[src/rtl/fifo_arb_pkg.sv]
// Shared types for the FIFO port arbiter: read-side FSM states
// and the usable-capacity helper (one slot stays empty in the FIFO).
package fifo_arb_pkg;

  typedef enum logic [1:0] {
    R_IDLE,
    R_POP,
    R_HOLD
  } rd_state_e;

  function automatic int cap_of(input int logsize);
    return (1 << logsize) - 1;
  endfunction

endpackage

[src/rtl/fifo_port_arbiter_rr_arbiter.sv]
// Round-robin arbiter: combinational one-hot grant from req,
// ports clk/resetn, req in, gnt/any/win out; pointer moves past winner.
module rr_arbiter
  import fifo_arb_pkg::*;
#(
  parameter int NREQ = 4,
  parameter int PW   = (NREQ > 1) ? $clog2(NREQ) : 1
) (
  input  logic            clk,
  input  logic            resetn,
  input  logic [NREQ-1:0] req,
  output logic [NREQ-1:0] gnt,
  output logic            any,
  output logic [PW-1:0]   win
);

  logic [PW-1:0] ptr_q;
  logic [PW-1:0] ptr_d;
  logic [PW-1:0] idx_p;
  int            idx;

  // Scan from the pointer; first requester found wins.
  always_comb begin
    any   = 1'b0;
    win   = '0;
    idx   = 0;
    idx_p = '0;
    for (int i = 0; i < NREQ; i++) begin
      idx = int'(ptr_q) + i;
      if (idx >= NREQ) idx = idx - NREQ;
      idx_p = PW'(idx);
      if (!any && req[idx_p]) begin
        any = 1'b1;
        win = idx_p;
      end
    end
    gnt = '0;
    if (any) gnt[win] = 1'b1;
    ptr_d = ptr_q;
    if (any) begin
      ptr_d = (int'(win) == NREQ - 1) ? '0 : win + 1'b1;
    end
  end

  always_ff @(posedge clk) begin
    if (!resetn) ptr_q <= '0;
    else         ptr_q <= ptr_d;
  end

endmodule

[src/rtl/fifo_port_arbiter.sv]
// Shares one FIFO among NREQ producers (rr + credit admission) and
// turns its rd-pulse pop protocol into a valid/ready stream.
module fifo_port_arbiter
  import fifo_arb_pkg::*;
#(
  parameter int NREQ    = 4,
  parameter int WIDTH   = 32,
  parameter int LOGSIZE = 2,
  parameter int SIZE    = 1 << LOGSIZE
) (
  input  logic                  clk,
  input  logic                  resetn,
  input  logic [NREQ-1:0]       req,
  input  logic [NREQ*WIDTH-1:0] req_data,
  output logic [NREQ-1:0]       ack,
  output logic                  fifo_wr,
  output logic [WIDTH-1:0]      fifo_din,
  output logic                  fifo_rd,
  input  logic [WIDTH-1:0]      fifo_dout,
  input  logic                  fifo_empty,
  output logic                  out_valid,
  output logic [WIDTH-1:0]      out_data,
  input  logic                  out_ready,
  output logic [LOGSIZE-1:0]    occupancy
);

  localparam int CAP = cap_of(LOGSIZE);
  localparam int PW  = (NREQ > 1) ? $clog2(NREQ) : 1;

  logic [NREQ-1:0]    elig;
  logic [NREQ-1:0]    gnt;
  logic               any;
  logic [PW-1:0]      win;
  logic               free;
  logic               inc;
  logic               dec;

  logic [NREQ-1:0]    ack_q, ack_d;
  logic               wr_q, wr_d;
  logic [WIDTH-1:0]   din_q, din_d;
  logic               rd_q, rd_d;
  logic               valid_q, valid_d;
  logic [LOGSIZE-1:0] occ_q, occ_d;
  rd_state_e          st_q, st_d;

  // Pops in this cycle are not credited back to admission.
  assign free = (int'(occ_q) < CAP);
  assign elig = req & {NREQ{free}};

  rr_arbiter #(
    .NREQ(NREQ),
    .PW  (PW)
  ) u_rr (
    .clk   (clk),
    .resetn(resetn),
    .req   (elig),
    .gnt   (gnt),
    .any   (any),
    .win   (win)
  );

  always_comb begin
    inc   = any;
    dec   = (st_q == R_POP);
    ack_d = gnt;
    wr_d  = any;
    din_d = din_q;
    if (any) din_d = req_data[int'(win)*WIDTH +: WIDTH];

    occ_d = occ_q;
    if (inc && !dec)      occ_d = occ_q + 1'b1;
    else if (!inc && dec) occ_d = occ_q - 1'b1;

    // fifo_empty only gates: occupancy may lead the FIFO by one
    // cycle while the committed word is still on fifo_wr.
    st_d = st_q;
    unique case (st_q)
      R_IDLE: begin
        if (occ_q != '0 && !fifo_empty) st_d = R_POP;
      end
      R_POP: st_d = R_HOLD;
      R_HOLD: begin
        if (out_ready) begin
          if (occ_d != '0 && !fifo_empty) st_d = R_POP;
          else                            st_d = R_IDLE;
        end
      end
      default: st_d = R_IDLE;
    endcase
    rd_d    = (st_d == R_POP);
    valid_d = (st_d == R_HOLD);
  end

  always_ff @(posedge clk) begin
    if (!resetn) begin
      ack_q   <= '0;
      wr_q    <= 1'b0;
      din_q   <= '0;
      rd_q    <= 1'b0;
      valid_q <= 1'b0;
      occ_q   <= '0;
      st_q    <= R_IDLE;
    end else begin
      ack_q   <= ack_d;
      wr_q    <= wr_d;
      din_q   <= din_d;
      rd_q    <= rd_d;
      valid_q <= valid_d;
      occ_q   <= occ_d;
      st_q    <= st_d;
    end
  end

  assign ack       = ack_q;
  assign fifo_wr   = wr_q;
  assign fifo_din  = din_q;
  assign fifo_rd   = rd_q;
  assign out_valid = valid_q;
  // FIFO output register only moves on a pop, so this is stable in R_HOLD.
  assign out_data  = valid_q ? fifo_dout : '0;
  assign occupancy = occ_q;

  a_no_overflow : assert property (
    @(posedge clk) disable iff (!resetn)
    !(inc && !dec && occ_q == LOGSIZE'(SIZE - 1)));

  a_no_underflow : assert property (
    @(posedge clk) disable iff (!resetn)
    !(dec && !inc && occ_q == '0));

  a_empty_lag : assert property (
    @(posedge clk) disable iff (!resetn)
    (occ_q != '0 && fifo_empty) |=> !(occ_q != '0 && fifo_empty));

endmodule

[config.mk]
export PLATFORM = sky130hd
export DESIGN_NAME = fifo_port_arbiter
export DESIGN_NICKNAME = d
export VERILOG_FILES = /design/src/rtl/fifo_arb_pkg.sv /design/src/rtl/fifo_port_arbiter_rr_arbiter.sv /design/src/rtl/fifo_port_arbiter.sv
export SDC_FILE = /design/constraint.sdc
export NUM_CORES = 1
export LEC_CHECK = 0
export BUFFER_PORTS_ARGS = -buffer_cell sky130_fd_sc_hd__buf_2
export CORE_AREA = 4 4 91 93
export CTS_CLUSTER_SIZE = 40
export DETAILED_ROUTE_END_ITERATION = 10
export DIE_AREA = 0 0 95 97
export PLACE_DENSITY = 0.82
export SLEW_MARGIN = 20
export SYNTH_ARGS = -nofsm -noshare
export SYNTH_HDL_FRONTEND = slang
export SYNTH_SLANG_ARGS = --single-unit
[constraint.sdc]
create_clock -name clk -period 3 [get_ports clk]
set_input_delay 0.75 -clock clk [delete_from_list [all_inputs] [get_ports clk]]
set_output_delay 0.75 -clock clk [all_outputs]
set_load 0.005 [all_outputs]
# After elaboration in Yosys (flattened, before gate mapping)
# Index checks and enable logic that the tools add are counted.
# word_totals
reg_bits,45
output_inout_bits,73
word_cells,84
# classes
addsub,10
order_cmp,11
n_eq_ne,5
shifts,1
muxes,30
bitwise,1
n_reduce_logical,18
# op_table
op,n
128-bit by 8-bit variable part select with 32-bit output,1
32-bit 2-to-1 mux,1
2-bit 2-to-1 mux,13
"2-bit by 3-bit less-than comparator with 1-bit output, second input constant",5
1-bit 2-to-1 mux,10
"2-bit by 1-bit subtractor with 2-bit output, second input constant",5
"3-bit >= comparator, second input constant",3
1-bit binary-select mux with 2-bit select,4
1-bit logical AND,8
"2-bit by 2-bit adder with 3-bit output, second input constant",2
"2-bit by 1-bit equality test with 1-bit output, second input constant",3
1-bit logical NOT,6
2-bit case mux with 3 select lines,1
"2-bit by 1-bit adder with 2-bit output, second input constant",2
4-bit bitwise AND,1
"2-bit equality test, second input constant",2
2-bit nonzero test,2
"2-bit by 1-bit adder with 3-bit output, second input constant",1
"2-bit by 3-bit >= comparator with 1-bit output, second input constant",1
1-bit demux with 2-bit select,1
"2-bit by 1-bit >= comparator with 1-bit output, second input constant",1
2-bit logical NOT,1
"2-bit less-than comparator, second input constant",1
2-bit AND reduction,1

# Logic depth before layout (Yosys ltp)
# Gate-level depths: netlist (run 1).
# depth
word_depth,24
mapped_depth,10

# Modules after synthesis
# From an unflattened synthesis (run 1), not the netlist that was laid out.
# hier_totals
hier_cells,250
area_unflattened_um2,2832.7
# by_module_without_submodules
module,n_inst,cells_per_inst,area_each_um2,seq_area_each_um2
fifo_port_arbiter,1,221,2593.7,860.8
rr_arbiter,1,29,239.0,40.0

# Worst setup path before layout (run 1)
# Ideal clock, no wire load.
# synth_path
path_type,input to register
start,in req[2]
end,reg u_rr.ptr_q[1]
arrival_time_ns,2.081
required_ns,2.884
slack_ns,0.803
stages,9
n_path_buf,2
path_cell_list,nor2b_1 -> a221o_1 -> o211ai_2 -> buf_6 -> buf_6 -> inv_2 -> ha_1 -> nand2_1 -> o211a_1
# synth_between
elab_chain_cells,15
word_cells_on_any_way,26
classes_between,1 x add/sub; 1 x eq/ne; 17 x mux; 1 x bitwise; 6 x reduce/logical
# synth_rtl
element,line_no,source
from (decl),fifo_port_arbiter.sv:13,"input logic [NREQ-1:0] req,"
4-bit bitwise AND *,fifo_port_arbiter.sv:48,assign elig = req & {NREQ{free}};
1-bit binary-select mux with 2-bit select,fifo_port_arbiter_rr_arbiter.sv:32,if (!any && req[idx_p]) begin
1-bit 2-to-1 mux (not written as such),fifo_port_arbiter_rr_arbiter.sv:32,
1-bit 2-to-1 mux,fifo_port_arbiter_rr_arbiter.sv:32,
1-bit logical NOT,fifo_port_arbiter_rr_arbiter.sv:32,
1-bit logical AND,fifo_port_arbiter_rr_arbiter.sv:32,
1-bit 2-to-1 mux,fifo_port_arbiter_rr_arbiter.sv:32,
1-bit logical NOT,fifo_port_arbiter_rr_arbiter.sv:32,
1-bit logical AND,fifo_port_arbiter_rr_arbiter.sv:32,
1-bit 2-to-1 mux,fifo_port_arbiter_rr_arbiter.sv:32,
1-bit logical NOT,fifo_port_arbiter_rr_arbiter.sv:32,
1-bit logical AND,fifo_port_arbiter_rr_arbiter.sv:32,
2-bit 2-to-1 mux,fifo_port_arbiter_rr_arbiter.sv:32,
2-bit by 1-bit adder with 2-bit output / 2-bit by 1-bit equality test with 1-bit output (equally long branches),fifo_port_arbiter_rr_arbiter.sv:41,ptr_d = (int'(win) == NREQ - 1) ? '0 : win + 1'b1;
2-bit 2-to-1 mux,fifo_port_arbiter_rr_arbiter.sv:41,
to (signal assigned),fifo_port_arbiter_rr_arbiter.sv:47,else ptr_q <= ptr_d;
to (decl),fifo_port_arbiter_rr_arbiter.sv:17,logic [PW-1:0] ptr_q;
# Mark *: on every way between the ends. The rest lies on a longest branch, timed or not. The select of a mux whose other input is x is not followed.
# A chain may end at the register's enable or synchronous reset.

# Worst setup path in the final report (run 1)
# layout_path
start,"reg valid_q, in the netlist out_valid"
end,out out_data[30]
# layout_between
elab_chain_cells,1
# layout_rtl
element,line_no,source
from (decl),fifo_port_arbiter.sv:42,"logic valid_q, valid_d;"
from (signal assigned),fifo_port_arbiter.sv:108,valid_q <= valid_d;
32-bit 2-to-1 mux,fifo_port_arbiter.sv:120,assign out_data = valid_q ? fifo_dout : '0;
to (decl),fifo_port_arbiter.sv:22,"output logic [WIDTH-1:0] out_data,"
# Every way passes these cells.

==> flow_summary.json, run 1 <==
{
  "status": "completed",
  "synth.avg_cell_area_um2": 9.43,
  "period_needed_ps": 2150,
  "yosysTopAreaCellShare_pct": 33.6,
  "tns_ps": 0,
  "synth.yosys.seq_area_share_pct": 33.6,
  "synthArstFlopShare_pct": 0,
  "p_leak_uw": 0.00235,
  "synth_edf_count": 0,
  "cts_max_level": 2,
  "p_per_area_mw_per_mm2": 682,
  "p_seq_share_pct": 34.4,
  "dieArea_mm2": 0.00922,
  "hold_class": "reg -> reg",
  "r2r_end": "u_rr.ptr_q[0]$_SDFFE_PN0P_",
  "synth_xor_area_share_pct": 0.654,
  "netlist_instances": 284,
  "relSlewSlack_pct": 56.0,
  "fmax_ghz": 0.465,
  "die_w_um": 95,
  "rsz0062_at_grt": "no",
  "hold_start": "fifo_din[11]$_SDFFE_PN0P_",
  "final_antenna_net_count": 0,
  "synth-simple-area-share_pct": 17.1,
  "path_max_fanout": 33,
  "firstDrtPassIters": 4,
  "port_buffers": 240,
  "antenna_found_initial": 0,
  "core_area_mm2": 0.00753,
  "yosys-top-cells-count": "mux2i_1 (64), dfxtp_1 (45), nand2_1 (37), and2_1 (35), o221ai_1 (32)",
  "yosys_warnings": 0,
  "io_pins": 241,
  "hpwl_um": 7500,
  "synth_compound_area_share_pct": 15.5,
  "grt_pass1_vias": 3001,
  "swShare_pct": 37.2,
  "grt.overflow.total": 0,
  "period_share_pct": 71.7,
  "clock-sinks": 45,
  "r2r-start": "u_rr.ptr_q[1]$_SDFFE_PN0P_",
  "maxCapViolations": 0,
  "initial_core_util_pct": 35.6,
  "synthAdderAreaFrac_pct": 3.55,
  "grt_pass1_wl_um": 13500,
  "cts_buffers": 5,
  "cts-resized-gates": 0,
  "num_vias": 3074,
  "endpoint_kind": "output pin",
  "area_growth_pct": 52.0,
  "slew_viol_final": 0,
  "syn_nets": 458,
  "place_inst": 610,
  "drtIter0Drc": 72,
  "power_switching_uw": 1030,
  "cts_tree": "yes",
  "synth_cell_types": 34,
  "via_per_inst": 4.97,
  "synth_top_family_by_area": "multiplexers",
  "crit_type": "reg -> out",
  "p_int_uw": 1740,
  "clk_latency_ps": 290,
  "cp.arrival_ps": 1400,
  "syn_area_mm2": 0.00268,
  "cts_root_buffer": "clkbuf_8",
  "grt_max_degree": 35,
  "die_y_um": 97,
  "r2r_slack_ps": 1020,
  "setup_viol": 0,
  "irDropWorstVdd_mv": 0.283,
  "yosysTopAreaCell": "dfxtp_1",
  "final-instance-count-excl-fill": 618,
  "critPathLaunchType": "flop",
  "drive_above_1_share_pct": 50.0,
  "hold_path_end": "fifo_din[11]$_SDFFE_PN0P_",
  "required_ps": 2250,
  "min_path_cells": 2,
  "ff2ff_path_depth": 9,
  "routed_wirelength_um": 9030,
  "clock_power_share_pct": 14.8,
  "cts_max_path_buffers": 2,
  "place_congestion": 0.909,
  "tightest_slew_ps": 659,
  "diodes": 0,
  "clkSlewWorstSetupHoldPaths_ps": 80,
  "finalClockSkew_ps": 4.99,
  "synth.area.mux_share_pct": 23.9,
  "synth_area_leaders": "dfxtp_1 (34%), mux2i_1 (24%), o221ai_1 (10%), and2_1 (8.2%), nand2_1 (5.2%)",
  "fp-row-count": 32,
  "cts_setup_buffers": 0,
  "synth.most_common_cell": "mux2i_1",
  "ys.flop_type": "dfxtp_1",
  "p_comb_share_pct": 50.8,
  "wl_per_cell_um": 14.6,
  "drcViolationCount": 0,
  "grtUsageTotal_pct": 18.1,
  "hold_buffers": 0,
  "synth_seq_cells": 45,
  "final_nets": 689,
  "hold_violations": 0
}
-- per-layer routing --
metal	up-vias	track usage (%)	part of all wire, %
met4	0	7.55	3.0
met3	26	4.82	10
li1	1497	-	-
met2	185	33.0	51
met1	1366	19.2	36
met5	-	0	0
-- power by group through the flow --
stage | Combinational [uW] | Sequential (uW) | Clock [uW]
6_report | 1410 | 955 | 412
4_1_cts | 1430 | 958 | 426
5_1_grt | 1540 | 983 | 447
2_1_floorplan | 909 | 957 | 0
3_3_place_gp | 1380 | 963 | 0
3_5_place_dp | 1430 | 962 | 0
-- registers in the layout, indices dropped and copies added, names as in the netlist --
name        cells
ack             4
fifo_din       32
fifo_rd         1
fifo_wr         1
occupancy       2
out_valid       1
st_q            2
u_rr.ptr_q      2
-- through the flow --
step / area (um^2) / hold slack (ps) / total power [uW] / setup WS (ps) / utilization [%]
after floorplan: 2680 / 454 / 1870 / 803 / -
after global placement: 3970 / 440 / 2340 / 621 / 52.7
after detailed placement: 3970 / 443 / 2400 / 571 / 52.7
after CTS: 4070 / 464 / 2820 / 783 / 54.1
after global routing: 4070 / 484 / 2970 / 658 / 54.1
final: 4070 / 459 / 2780 / 849 / 54.1
-- final cells by class --
type                       instances  area, um^2
tap                              102         128
inverter                           6        22.5
multi-input combinational        211        1640
timing repair buffer             246        1280
sequential                        45         901
fill                             692        3460
clock buffer                       7        96.3
clock inverter                     1        5.00
-- worst max path at each step --
stage / startpoint / end / slack [ps] / cells after the start
2_1_floorplan: req[2] / u_rr.ptr_q[1]$_SDFFE_PN0P_ / 800 / 9
3_3_place_gp: req[2] / u_rr.ptr_q[1]$_SDFFE_PN0P_ / 620 / 9
3_5_place_dp: req[2] / u_rr.ptr_q[1]$_SDFFE_PN0P_ / 570 / 9
4_1_cts: out_valid$_SDFF_PN0_ / out_data[30] / 780 / 2
5_1_grt: out_valid$_SDFF_PN0_ / out_data[31] / 660 / 2
6_report: out_valid$_SDFF_PN0_ / out_data[30] / 850 / 2
-- cells in the final DEF (no fill, tap or decap), types with 3 or more instances in the layout --
cell type,netlist,layout
nor2b_1,3,3
and2_1,35,35
nor3b_1,3,3
buf_12,0,3
inv_1,4,4
buf_4,0,3
buf_2,7,240
o221ai_1,32,32
mux2i_1,64,64
nand2_1,37,37
dfxtp_1,45,45
nor2_1,4,4
and3_1,4,4
clkbuf_8,0,7
ha_1,6,6
-- cells by family (layout without fill, tap and decap cells) --
family,after synthesis,count (layout)
flops,45,45
compound gates,48,48
mux,64,64
simple gates,89,89
buf+inv,28,260
xor+xnor,2,2
fa+ha+maj,8,8
-- worst max-delay path, cell delays in order, from the launching register on --
cell	delay [ps]
dfxtp_1	750
and2_1	240
buf_2	120
Power figures use the tool's default switching activity.
==> run 2, diff against run 1 <==
--- a/config.mk
+++ b/config.mk
@@ -5,12 +5,14 @@
 export SDC_FILE = /design/constraint.sdc
 export NUM_CORES = 1
 export LEC_CHECK = 0
+export ABC_AREA = 1
 export BUFFER_PORTS_ARGS = -buffer_cell sky130_fd_sc_hd__buf_2
-export CORE_AREA = 4 4 91 93
+export CORE_ASPECT_RATIO = 1.25
+export CORE_MARGIN = 4
+export CORE_UTILIZATION = 44
 export CTS_CLUSTER_SIZE = 40
 export DETAILED_ROUTE_END_ITERATION = 10
-export DIE_AREA = 0 0 95 97
-export PLACE_DENSITY = 0.82
+export PLACE_DENSITY = 0.87
 export SLEW_MARGIN = 20
 export SYNTH_ARGS = -nofsm -noshare
 export SYNTH_HDL_FRONTEND = slang
==> constraint.sdc (replaced) <==
create_clock -name clk -period 2.1 [get_ports clk]
set_input_delay 0.525 -clock clk [delete_from_list [all_inputs] [get_ports clk]]
set_output_delay 0.525 -clock clk [all_outputs]
set_load 0.005 [all_outputs]
==> run 2 against run 1 <==
The run now ends with setup timing left. First-iteration DRC count grew to 6.1 times the previous value. Area after synthesis grew 45%. Power increased to 3.2 times the previous value. Critical endpoint is now u_rr.ptr_q[0]$_SDFFE_PN0P_. Largest cell class unchanged. Largest power group unchanged.
==> flow_summary.json, run 2 <==
{
  "period_needed_ps": 2140,
  "tightest_slew_ps": 290,
  "syn_area_mm2": 0.00388,
  "setup_viol": 1,
  "ff2ff_path_depth": 14,
  "final_cell_mix": "buf_2 (240), nand2_1 (146), inv_1 (144)",
  "synth_cell_types": 24,
  "port_buffers": 240,
  "routed_wirelength_um": 13900,
  "synth.most_common_cell": "nand2_1",
  "hold_path_end": "u_rr.ptr_q[1]$_SDFFE_PN0P_",
  "path_max_fanout": 8,
  "synth_edf_count": 0,
  "hold_class": "in -> reg",
  "drcViolationCount": 0,
  "relSlewSlack_pct": 80.7,
  "path_common_cell": "nand2_2",
  "p_leak_uw": 0.00372,
  "p_comb_share_pct": 77.7,
  "synth_area_leaders": "dfxtp_1 (23%), nand3_1 (15%), nand2_1 (15%), inv_1 (14%), nand3b_1 (13%)",
  "r2r-start": "occupancy[0]$_SDFF_PN0_",
  "fillers": 777,
  "yosysTopAreaCell": "dfxtp_1",
  "yosysTopAreaCellShare_pct": 23.2,
  "regArea_um2": 908,
  "synth.avg_cell_area_um2": 5.74,
  "layout_commonest_cell": "buf_2",
  "area_growth_pct": 45.4,
  "synth.yosys.seq_area_share_pct": 23.2,
  "cp_cell_sequence": "ha_4, inv_8, nand3_2, nand2_2, nand2_2, nand2_2, nor2_2, nand3b_4, nand2_8, inv_1, ha_2, inv_2, a21oi_1, a211oi_1",
  "cts_buffers": 5,
  "hpwl_um": 9980,
  "power_switching_uw": 4580,
  "hold_start": "resetn",
  "fmax_ghz": 0.468,
  "p_seq_share_pct": 16.1,
  "cts_max_level": 2,
  "r2r_end": "u_rr.ptr_q[0]$_SDFFE_PN0P_",
  "critPathLaunchType": "flop",
  "cts_tree": "yes",
  "drive_above_1_share_pct": 35.1,
  "io_pins": 241,
  "p_int_uw": 4380,
  "core_area_mm2": 0.00865,
  "status": "finished with violations",
  "finalClockSkew_ps": 12.9,
  "initial_core_util_pct": 44.9,
  "hold_buffers": 0,
  "cts_root_buffer": "clkbuf_8",
  "layout_setup_ws_ps": -36.6,
  "cts_max_path_buffers": 2,
  "multi_input_area_mm2": 0.00231,
  "grt_pass1_vias": 4530,
  "syn_nets": 851,
  "firstDrtPassIters": 6,
  "die_y_um": 113,
  "rsz0062_at_grt": "yes",
  "die_w_um": 92.0,
  "clk_latency_ps": 300,
  "yosys-top-cells-count": "nand2_1 (153), inv_1 (145), nand3_1 (117), nor2_1 (74), nand3b_1 (65)",
  "fp-row-count": 38,
  "yosys_warnings": 0,
  "tns_ps": -36.6,
  "required_ps": 2310,
  "slew_viol_final": 0,
  "clock_power_share_pct": 6.2,
  "place_congestion": 0.912,
  "wl_per_cell_um": 13.5,
  "pre_cts_ws_ps": -48.3,
  "largest_reg_flops": 32,
  "hold_violations": 0,
  "cp.arrival_ps": 2350,
  "grt_max_degree": 43,
  "p_per_area_mw_per_mm2": 1590,
  "postLayoutCoreUtil_pct": 65.3,
  "dieArea_mm2": 0.0104,
  "endpoint_kind": "flop",
  "clock-sinks": 45,
  "ys.flop_type": "dfxtp_1",
  "clkSlewWorstSetupHoldPaths_ps": 100,
  "period_share_pct": 102,
  "drtIter0Drc": 442,
  "swShare_pct": 51.1,
  "cp_slowest_cell": "dfxtp_2",
  "via_per_inst": 4.97,
  "netlist_instances": 677,
  "synth_seq_cells": 45,
  "grt.overflow.total": 0,
  "maxCapViolations": 0,
  "irDropWorstVdd_mv": 0.843,
  "cpPeakStageDelay_ps": 350,
  "violations": "setup timing",
  "finalPower_uw": 8960,
  "min_path_cells": 3,
  "r2r_slack_ps": -40,
  "crit_type": "reg -> reg",
  "num_vias": 5139,
  "grt_pass1_wl_um": 20000,
  "grtUsageTotal_pct": 23.1,
  "antenna_found_initial": 3,
  "final_nets": 1085,
  "final_antenna_net_count": 0,
  "synthArstFlopShare_pct": 0
}
## run 2: cell families (layout without fill, tap and decap cells)
kind of cell	Yosys count	after routing	share of synthesized area, %
AO/OA/AOI/OAI	11	11	1.48
adder cells (fa/ha/maj)	6	6	1.93
flip-flops	45	45	23.2
buffers and inverters	193	428	21.0
AND/OR/NAND/NOR	422	422	52.4
other	0	1	0
## run 2: power groups by stage
stage / clock network (uW) / registers, uW / logic (uW)
after detailed placement: 0 / 1430 / 6080
final: 556 / 1440 / 6970
after CTS: 566 / 1420 / 6180
after floorplan: 0 / 1420 / 4450
after global placement: 0 / 1420 / 5920
after global routing: 612 / 1480 / 7740
## run 2: metal layers
layer / global-route usage (%) / up-vias / part of all wire [%]
met3: 5.39 / 49 / 8.1
met5: 0 / - / 0.10
met2: 44.0 / 250 / 53
met4: 9.51 / 4 / 3.5
li1: - / 2521 / -
met1: 24.0 / 2315 / 36
## run 2: what timing repair did
action	4_1_cts	5_1_grt
setup buffers	0	5
setup endpoints to repair	32	39
pin swaps	0	10
gates cloned	0	2
gates resized for setup	7	47
## run 2: critical path, delay by kind of cell, from the launching register on
family | cells | cell delay [ps]
AND/OR/NAND/NOR | 7 | 820
flip-flops | 1 | 350
adder cells (fa/ha/maj) | 2 | 350
AO/OA/AOI/OAI | 2 | 310
buffers and inverters | 3 | 210
## run 2: cell type report
type                            count  area share (%)
Sequential cell                    45            16.1
Timing Repair Buffer              270            28.5
Tap cell                          120            2.66
Inverter                          150            10.3
Clock buffer                        5            1.22
Multi-Input combinational cell    439            40.8
Antenna cell                        1          0.0443
Clock inverter                      3           0.377
## run 2: metrics by stage
| stage | std cells | hold WS, ps | instance area, um^2 |
|---|---|---|---|
| global route | 1033 | 490 | 5650 |
| detailed placement | 1017 | 528 | 5240 |
| floorplan | 677 | 494 | 3890 |
| global placement | 1017 | 512 | 5240 |
| CTS | 1025 | 507 | 5360 |
| finish | 1033 | 509 | 5650 |
## run 2: how the worst max path moves through the flow
stage                                           from                          to  slack [ps]  cells past startpoint
after floorplan              occupancy[0]$_SDFF_PN0_  u_rr.ptr_q[0]$_SDFFE_PN0P_           7                     16
after CTS                    occupancy[0]$_SDFF_PN0_  u_rr.ptr_q[0]$_SDFFE_PN0P_           3                     14
final                        occupancy[0]$_SDFF_PN0_  u_rr.ptr_q[0]$_SDFFE_PN0P_         -40                     14
after detailed placement     occupancy[0]$_SDFF_PN0_   fifo_din[14]$_SDFFE_PN0P_         -50                     15
after global placement                        req[0]  u_rr.ptr_q[0]$_SDFFE_PN0P_          -2                     14
after global routing      u_rr.ptr_q[1]$_SDFFE_PN0P_  u_rr.ptr_q[0]$_SDFFE_PN0P_        -130                     15
